<file path="src/rtl/multi_cycle_control.sv">
// multi_cycle_control: control unit for a multi-cycle RV32 subset core.
// Sequences FETCH -> DECODE -> EXECUTE -> (MEM) -> (WRITEBACK), owns pc and
// the instruction register, and traps on any unsupported encoding.
//
// Build option: define MUL_EN to accept R-type MUL (func7=0000001, func3=000)
// as a regular ALU op with alu_op=010; otherwise that encoding traps.
//
// Ports:
//   clk, rst_n          clock, synchronous active-low reset
//   mem_ready           completes the current memory request
//   mem_rdata[31:0]     instruction word, valid with mem_ready during fetch
//   alu_zero            ALU result is zero (branch compare)
//   alu_result[XLEN]    ALU output, JALR target source
//   mem_req/mem_we/mem_fetch  memory request, write strobe, fetch qualifier
//   pc[XLEN], ins[31:0], imm[XLEN]  program counter, instruction reg, immediate
//   alu_src, alu_op[2:0], reg_write, mem_to_reg, pc_to_reg  datapath controls
//   illegal             sticky trap flag
//   retire              one-cycle pulse, coincident with each pc update
// All outputs are registered.
module multi_cycle_control #(
    parameter int unsigned     XLEN     = 32,
    parameter logic [XLEN-1:0] RESET_PC = '0
) (
    input  logic            clk,
    input  logic            rst_n,
    input  logic            mem_ready,
    input  logic [31:0]     mem_rdata,
    input  logic            alu_zero,
    input  logic [XLEN-1:0] alu_result,
    output logic            mem_req,
    output logic            mem_we,
    output logic            mem_fetch,
    output logic [XLEN-1:0] pc,
    output logic [31:0]     ins,
    output logic [XLEN-1:0] imm,
    output logic            alu_src,
    output logic            reg_write,
    output logic            mem_to_reg,
    output logic            pc_to_reg,
    output logic [2:0]      alu_op,
    output logic            illegal,
    output logic            retire
);

    localparam logic [31:0] INS_NOP = 32'h0000_0013;

    typedef enum logic [2:0] {FETCH, DECODE, EXECUTE, MEM, WRITEBACK, TRAP} state_t;
    typedef enum logic [2:0] {K_R, K_I, K_LW, K_SW, K_BR, K_JAL, K_JALR, K_ILL} kind_t;

    state_t          state, state_d;
    kind_t           kind;
    logic [31:0]     ins_d;
    logic [XLEN-1:0] pc_d, target, target_d, imm_dec, imm_d;
    logic [2:0]      op_dec, alu_op_d;
    logic            src_dec, active;
    logic            mem_req_d, mem_we_d, mem_fetch_d, alu_src_d, reg_write_d;
    logic            mem_to_reg_d, pc_to_reg_d, illegal_d, retire_d;

    // Instruction register next value: decode always looks at the word that
    // will be in ins next cycle, so DECODE-cycle outputs come out registered.
    always_comb begin
        ins_d = ins;
        if (state == FETCH && mem_ready) ins_d = mem_rdata;
    end

    // Instruction classification, ALU controls and immediate extraction.
    always_comb begin
        kind    = K_ILL;
        op_dec  = 3'b000;
        src_dec = 1'b0;
        imm_dec = '0;
        case (ins_d[6:0])
            7'b0110011: begin
                case ({ins_d[31:25], ins_d[14:12]})
                    {7'b0000000, 3'b000}: begin kind = K_R; op_dec = 3'b000; end
                    {7'b0100000, 3'b000}: begin kind = K_R; op_dec = 3'b001; end
                    {7'b0000000, 3'b111}: begin kind = K_R; op_dec = 3'b011; end
                    {7'b0000000, 3'b110}: begin kind = K_R; op_dec = 3'b100; end
                    {7'b0000000, 3'b001}: begin kind = K_R; op_dec = 3'b101; end
`ifdef MUL_EN
                    {7'b0000001, 3'b000}: begin kind = K_R; op_dec = 3'b010; end
`endif
                    default: kind = K_ILL;
                endcase
            end
            7'b0010011: begin
                if (ins_d[14:12] == 3'b000) begin
                    kind = K_I; op_dec = 3'b000; src_dec = 1'b1;
                end else if (ins_d[14:12] == 3'b001 && ins_d[31:25] == 7'b0000000) begin
                    kind = K_I; op_dec = 3'b101; src_dec = 1'b1;
                end
            end
            7'b0000011: if (ins_d[14:12] == 3'b010) begin kind = K_LW; src_dec = 1'b1; end
            7'b0100011: if (ins_d[14:12] == 3'b010) begin kind = K_SW; src_dec = 1'b1; end
            7'b1100011: if (ins_d[14:13] == 2'b00) begin kind = K_BR; op_dec = 3'b001; end
            7'b1101111: kind = K_JAL;
            7'b1100111: if (ins_d[14:12] == 3'b000) begin kind = K_JALR; src_dec = 1'b1; end
            default:    kind = K_ILL;
        endcase

        case (kind)
            K_I, K_LW, K_JALR:
                imm_dec = {{(XLEN-12){ins_d[31]}}, ins_d[31:20]};
            K_SW:
                imm_dec = {{(XLEN-12){ins_d[31]}}, ins_d[31:25], ins_d[11:7]};
            K_BR:
                imm_dec = {{(XLEN-13){ins_d[31]}}, ins_d[31], ins_d[7], ins_d[30:25],
                           ins_d[11:8], 1'b0};
            K_JAL:
                imm_dec = {{(XLEN-21){ins_d[31]}}, ins_d[31], ins_d[19:12], ins_d[20],
                           ins_d[30:21], 1'b0};
            default:
                imm_dec = '0;
        endcase
    end

    // Next state, pc/target updates, and registered outputs for the next state.
    always_comb begin
        state_d  = state;
        pc_d     = pc;
        target_d = target;
        retire_d = 1'b0;
        case (state)
            FETCH:   if (mem_ready) state_d = DECODE;
            DECODE:  state_d = (kind == K_ILL) ? TRAP : EXECUTE;
            EXECUTE: begin
                case (kind)
                    K_LW, K_SW: state_d = MEM;
                    K_BR: begin
                        // ins[12] distinguishes BNE from BEQ
                        state_d  = FETCH;
                        retire_d = 1'b1;
                        pc_d     = (ins[12] ^ alu_zero) ? pc + imm : pc + XLEN'(4);
                    end
                    K_JALR: begin
                        target_d = alu_result & ~XLEN'(1);
                        state_d  = WRITEBACK;
                    end
                    default: state_d = WRITEBACK;
                endcase
            end
            MEM: begin
                if (mem_ready) begin
                    if (kind == K_SW) begin
                        state_d  = FETCH;
                        pc_d     = pc + XLEN'(4);
                        retire_d = 1'b1;
                    end else begin
                        state_d = WRITEBACK;
                    end
                end
            end
            WRITEBACK: begin
                state_d  = FETCH;
                retire_d = 1'b1;
                case (kind)
                    K_JAL:   pc_d = pc + imm;
                    K_JALR:  pc_d = target;
                    default: pc_d = pc + XLEN'(4);
                endcase
            end
            TRAP:    state_d = TRAP;
            default: state_d = FETCH;
        endcase

        // ALU controls and imm are held for the whole instruction body
        active       = (state_d == DECODE) || (state_d == EXECUTE) ||
                       (state_d == MEM) || (state_d == WRITEBACK);
        mem_req_d    = (state_d == FETCH) || (state_d == MEM);
        mem_fetch_d  = (state_d == FETCH);
        mem_we_d     = (state_d == MEM) && (kind == K_SW);
        reg_write_d  = (state_d == WRITEBACK);
        mem_to_reg_d = (state_d == WRITEBACK) && (kind == K_LW);
        pc_to_reg_d  = (state_d == WRITEBACK) && (kind == K_JAL || kind == K_JALR);
        illegal_d    = (state_d == TRAP);
        alu_op_d     = active ? op_dec : 3'b000;
        alu_src_d    = active && src_dec;
        imm_d        = active ? imm_dec : '0;
    end

    // State and output registers; reset abandons any transaction in flight.
    always_ff @(posedge clk) begin
        if (!rst_n) begin
            state      <= FETCH;
            pc         <= RESET_PC;
            ins        <= INS_NOP;
            target     <= '0;
            imm        <= '0;
            mem_req    <= 1'b1;
            mem_fetch  <= 1'b1;
            mem_we     <= 1'b0;
            alu_src    <= 1'b0;
            alu_op     <= 3'b000;
            reg_write  <= 1'b0;
            mem_to_reg <= 1'b0;
            pc_to_reg  <= 1'b0;
            illegal    <= 1'b0;
            retire     <= 1'b0;
        end else begin
            state      <= state_d;
            pc         <= pc_d;
            ins        <= ins_d;
            target     <= target_d;
            imm        <= imm_d;
            mem_req    <= mem_req_d;
            mem_fetch  <= mem_fetch_d;
            mem_we     <= mem_we_d;
            alu_src    <= alu_src_d;
            alu_op     <= alu_op_d;
            reg_write  <= reg_write_d;
            mem_to_reg <= mem_to_reg_d;
            pc_to_reg  <= pc_to_reg_d;
            illegal    <= illegal_d;
            retire     <= retire_d;
        end
    end

endmodule

</file>
<file path="config.mk">
export PLATFORM = sky130hd
export DESIGN_NAME = multi_cycle_control
export DESIGN_NICKNAME = d
export VERILOG_FILES = /design/src/rtl/multi_cycle_control.sv
export SDC_FILE = /design/constraint.sdc
export NUM_CORES = 1
export LEC_CHECK = 0
export ABC_AREA = 1
export CELL_PAD_IN_SITES_DETAIL_PLACEMENT = 2
export CELL_PAD_IN_SITES_GLOBAL_PLACEMENT = 2
export CORE_MARGIN = 2
export CORE_UTILIZATION = 31
export DETAILED_ROUTE_END_ITERATION = 8
export GPL_ROUTABILITY_DRIVEN = 0
export HOLD_SLACK_MARGIN = 0.1
export PLACE_DENSITY_LB_ADDON = 0.1
export RECOVER_POWER = 25
export SLEW_MARGIN = 20
export SYNTH_ARGS = -nofsm -noshare
export SYNTH_HDL_FRONTEND = slang
export SYNTH_SLANG_ARGS = --single-unit
export TNS_END_PERCENT = 1
</file>
<file path="constraint.sdc">
create_clock -name clk -period 6.84 [get_ports clk]
set_input_delay 0.684 -clock clk [delete_from_list [all_inputs] [get_ports clk]]
set_output_delay 0.684 -clock clk [all_outputs]
set_load 0.01 [all_outputs]
</file>
# Word level (Yosys, flattened, before mapping)
# Index checks and enable logic that the tools add are counted.
# word_totals
register_bits	142
latchBits	0
mem_bits_rw	0
mem_bits_ro	0
output_inout_bits	108
wordCells	112
memories	0
# classes
add_sub_neg	2
n_mul	0
div_mod_pow	0
order_cmp	0
n_eq_ne	33
n_shift	0
n_mux	36
n_bitwise	1
reduce_logical	25
# op_table
op	count
32-bit two-way mux	5
32-bit case mux with 4 select lines	1
32-bit case mux with 3 select lines	1
32-bit case mux with 2 select lines	1
3-bit two-way mux	11
32-bit by 3-bit adder with 32-bit output, second input constant	1
32-bit adder	1
3-bit == test, second input constant	8
3-bit by 2-bit == test with 1-bit output, second input constant	7
7-bit == test, second input constant	3
3-bit case mux with 7 select lines	1
10-bit by 3-bit == test with 1-bit output, second input constant	2
3-bit case mux with 5 select lines	1
7-bit by 6-bit == test with 1-bit output, second input constant	2
3-bit by 1-bit == test with 1-bit output, second input constant	4
3-bit case mux with 4 select lines	1
10-bit by 1-bit == test with 1-bit output, second input constant	1
10-bit by 9-bit == test with 1-bit output, second input constant	1
10-bit logical NOT	1
3-bit logical NOT	3
1-bit two-way mux	9
3-bit case mux with 3 select lines	1
7-bit by 2-bit == test with 1-bit output, second input constant	1
7-bit by 5-bit == test with 1-bit output, second input constant	1
15 further kinds	29

# Depth between registers and ports, before layout
# logic_depth
depth_word	17
mapped_depth	24

# Worst setup path before layout
# OpenSTA, ideal clock, no wires.
# synth_path
path_type	input port to flip-flop
from	in mem_ready
to	reg imm[11]
setup_ns	0.117
t_arrival_ns	2.693
required_ns	6.723
path_slack_ns	4.030
stages	21
n_path_buf	2
cell_sequence	inv_2 > nor2_4 > nand2_4 > buf_6 > nand2_1 > nand2_2 > nor2_4 > nand3_4 > nand3_2 > nand2_2 > nor2_8 > nand2_8 > nand3_2 > nand2_1 > nor2_2 > nand2_1 > nand2_1 > nand2_2 > nand2_4 > buf_12 > nor2_4
# synth_via
elab_chain_cells	16
# synth_rtl
item	line	source
start, declared	26	input logic mem_ready,
branches (longest 16 deep; another with 32-bit two-way mux)	-	
end signal, assigned	204	imm <= imm_d;
end, declared	35	output logic [XLEN-1:0] imm,
# Parallel ways; which one is timed is not known.
# A chain may end at the register's enable or synchronous reset.

# Worst setup path in the final report
# layout_path
from	in mem_ready
to	reg pc[1]
# layout_via
elab_chain_cells	10
# layout_rtl
item	line	source
branches (longest 10 deep; another with 32-bit two-way mux)	-	
end signal, assigned	201	pc <= pc_d;
end, declared	33	output logic [XLEN-1:0] pc,
# Parallel ways; which one is timed is not known.

==> Implementation_results.wiki <==
{| class="wikitable"
! Metric !! Value
|-
| Status || finished, final reports clean
|-
| Critical setup path kind || input pin to flip-flop
|-
| Worst setup skew after layout || 0.02109 ns
|-
| Maximum vdd drop || 158.8 uV
|-
| Final Max Tran Viols || 0
|-
| Post-detailed-route via-to-cell ratio || 5.041
|-
| Synthesized area divided by synthesized cell count || 6.625 um2
|-
| Number of hold-repair buffers added at the cts stage || 0
|-
| Adder-Cell Fraction of Synth Area || 0.04642
|-
| Post-detailed-routing wire length || 36.22 mm
|-
| Number of enable flip-flop cells after synthesis || 0
|-
| DR pass1 iterations || 5
|-
| 1st-iter DRT viols || 314
|-
| Max Freq || 0.2077 GHz
|-
| Final TNS setup || 0 ns
|-
| Number of buffers added for setup after CTS || 0
|-
| Post-route ant nets || 0
|-
| Nets in the synthesized netlist || 1468
|-
| Switch share || 0.4859
|-
| Flops & latches, synth || 131
|-
| Tightest Pin Transition || 0.9489 ns
|-
| Post-layout util || 0.4043
|-
| Area added between synthesis and finish || 28.14%
|-
| Power share of the clock group || 0.228
|-
| Clock root buffer || sky130_fd_sc_hd__clkbuf_16
|-
| Floorplan die width || 174.9 um
|-
| Area share of xor/xnor cells in the synthesized design || 0.04062
|-
| Placeable core region || 28700 um2
|-
| Gate power share || 0.507
|-
| Endpoints failing setup || 0
|-
| Switching power summed over all nets || 2.041 mW
|-
| CTS H-tree lvls || 4
|-
| Internal Pwr Total || 2.159 mW
|-
| Cell types with the largest area share after synthesis || sky130_fd_sc_hd__dfxtp_1 29%, sky130_fd_sc_hd__nand2_1 10%, sky130_fd_sc_hd__nor2_1 9.6%, sky130_fd_sc_hd__o21ai_0 6.9%, sky130_fd_sc_hd__inv_1 5.4%
|-
| Sequential Power Share || 0.265
|-
| Primary flip-flop cell chosen by synthesis mapping || sky130_fd_sc_hd__dfxtp_1
|-
| Power per cell area || 361.9 nW/um2
|-
| Most common cell in the netlist || sky130_fd_sc_hd__nand2_1
|-
| Distinct cell type count of the synthesized netlist || 52
|-
| Diodes inserted || 0
|-
| Number of clock sinks || 131
|-
| Cells after DPL || 1880
|-
| Commonest cells in the netlist || 249 x sky130_fd_sc_hd__nand2_1, 231 x sky130_fd_sc_hd__nor2_1, 131 x sky130_fd_sc_hd__dfxtp_1
|-
| First-pass GRT wire length || 57.33 mm
|-
| Total GRT Usage || 0.2388
|-
| Global route overflow || 0
|-
| Ratio of cells with drive above 1 in the final layout || 0.08246
|-
| I/O pin count || 176
|-
| Final-stage net count || 1616
|-
| Basic-gate share of the synthesized area counting and, or, nand and nor cells || 0.3886
|-
| Cts repair resizes || 0
|-
| Register clock-pin slew on the reported worst setup and hold paths || 0.07 ns
|-
| Compound-gate portion of the synthesized area || 0.1313
|-
| Total number of placement rows || 62
|-
| Largest registers || ins (32), pc (32), target (31)
|-
| Warnings from Yosys || 0
|-
| Max-cap violations || 0
|-
| Vertical die dimension || 174.9 um
|-
| Clock tree from TritonCTS || yes
|-
| Worst-path fanout max || 44
|-
| Share of the yosys chip area belonging to registers || 0.2896
|-
| Full die area || 30600 um2
|-
| Final worst-path cycle share || 0.7040
|-
| Share of synthesized area spent on multiplexers || 0.01105
|-
| Maximum buffer depth of the clock tree || 2
|-
| DRC Markers || 0
|-
| Worst hold-check path type || flip-flop to flip-flop
|-
| Final critical delay including setup and external delays || 4.815 ns
|-
| Leakage power || 5.052 nW
|-
| DP Wirelength || 28.23 mm
|-
| Required arrival time at the worst endpoint || 7.18 ns
|-
| Unrepaired setup endpoints after global routing || false
|-
| Nature of the critical path startpoint || input pin
|-
| Final number of hold-violating endpoints || 0
|-
| Synthesized area || 9056 um2
|-
| Combinational family with the most area after synthesis || simple AND/OR/NAND/NOR gates
|-
| Number of antenna violations at the first check in global routing || 0
|-
| Relative max-transition margin || 0.3667
|-
| Total of buffers placed on input and output ports || 174
|-
| Starting density of the core || 0.3155
|-
| Non-filler cells, final || 1912
|-
| Vias in the first global route || 10530
|-
| Synthesized instance count || 1367
|-
| CTS buffer count || 17
|-
| Post-DR wirelength/cell || 18.94 um
|-
| Largest net degree at the start of global routing || 69
|-
| Post-synthesis async set-or-reset flop share || 0
|-
| Top cell type by total area after synthesis || sky130_fd_sc_hd__dfxtp_1
|-
| Via count || 9639
|-
| Top cell type's share of synthesized area || 0.2896
|-
| Clock insertion delay at the later pin of the skew report || 0.43 ns
|-
| Kind of capture point of the worst setup path || flip-flop
|-
| Arrival time of the worst setup path || 5.16 ns
|}
[cells by family after synthesis]
kind of cell | Yosys count
mux | 10
buf+inv | 191
compound gates | 220
simple gates | 740
flops | 131
xor+xnor | 42
fa+ha+maj | 33
[layout by cell type, fill, tap and decap left out, drive strengths merged, types with 9 or more instances in the layout]
| cell type | synthesis | layout |
|---|---|---|
| a21oi | 61 | 61 |
| buf | 31 | 9 |
| clkbuf | 22 | 17 |
| clkdlybuf4s50 | 0 | 114 |
| dfxtp | 131 | 131 |
| dlygate4sd3 | 0 | 59 |
| ha | 32 | 32 |
| inv | 135 | 144 |
| mux2i | 10 | 10 |
| nand2 | 272 | 272 |
| nand3 | 104 | 104 |
| nand3b | 21 | 21 |
| nand4 | 16 | 16 |
| nor2 | 271 | 271 |
| nor3 | 49 | 49 |
| o21ai | 129 | 129 |
| xnor2 | 14 | 14 |
| xor2 | 28 | 28 |
[stage by stage]
step                setup slack [ns]  cell area (um2)  total power [mW]  hold WS (ns)
finish                         2.025            11600             4.200        0.4942
global route                   1.507            11600             4.518        0.5362
detailed placement             1.514            11020             3.307        0.4851
CTS                            1.943            11600             4.291        0.5124
floorplan                      4.030             9056             2.503        0.4757
global placement               1.628            11020             3.239        0.4754
[routing by layer]
metal  vias to the layer above  share of wire  track usage  wire length (um)
met4                         0          0.022      0.07153               807
met5                         -              0            0                 0
met1                      4696           0.41       0.2713             14870
li1                       4772              -            -                 -
met2                       136           0.54       0.4570             19450
met3                        35          0.030      0.03525              1096
[critical path, stage by stage]
cell	delay, ns
sky130_fd_sc_hd__clkdlybuf4s50_1	0.56
sky130_fd_sc_hd__inv_2	0.06
sky130_fd_sc_hd__nor2_4	0.46
sky130_fd_sc_hd__nand2_4	0.48
sky130_fd_sc_hd__nand2_1	0.17
sky130_fd_sc_hd__nand2_1	0.14
sky130_fd_sc_hd__nand2_1	0.16
sky130_fd_sc_hd__nor2_4	0.07
sky130_fd_sc_hd__nand2_1	0.07
sky130_fd_sc_hd__buf_4	0.29
sky130_fd_sc_hd__nand3_1	0.14
sky130_fd_sc_hd__nor2_2	0.22
sky130_fd_sc_hd__inv_2	0.07
sky130_fd_sc_hd__nor2_4	0.17
sky130_fd_sc_hd__nand3_4	0.35
sky130_fd_sc_hd__nor2_4	0.49
sky130_fd_sc_hd__nand2_1	0.20
sky130_fd_sc_hd__nand2_1	0.10
sky130_fd_sc_hd__nand3_1	0.07
sky130_fd_sc_hd__a21oi_1	0.18
[final cells by class]
| type | instances | area, um2 |
|---|---|---|
| multi-input combinational | 1045 | 5597 |
| clock buffer | 17 | 425.4 |
| fill | 3479 | 17100 |
| clock inverter | 15 | 163.9 |
| inverter | 138 | 519.2 |
| sequential | 131 | 2623 |
| tap | 384 | 480.5 |
| timing repair buffer | 182 | 1797 |
[final timing paths]
| path | from | endpoint | slack (ns) | cells after the start |
|---|---|---|---|---|
| worst max-delay path | mem_ready | pc[1] | 2.02 | 20 |
| worst min-delay path | ins[0] | ins[0] | 0.49 | 2 |
| worst max register to register | state[1] | pc[1] | 2.49 | 18 |
| worst min register to register | ins[0] | ins[0] | 0.49 | 2 |
[power by group through the flow]
| stage | clock [mW] | combinational (mW) | sequential, mW |
|---|---|---|---|
| after floorplan | 0 | 1.37 | 1.13 |
| after global placement | 0 | 2.10 | 1.14 |
| after detailed placement | 0 | 2.17 | 1.14 |
| after CTS | 0.974 | 2.19 | 1.12 |
| after global routing | 1.01 | 2.37 | 1.14 |
| final | 0.956 | 2.13 | 1.11 |
Power figures use the tool's default switching activity.
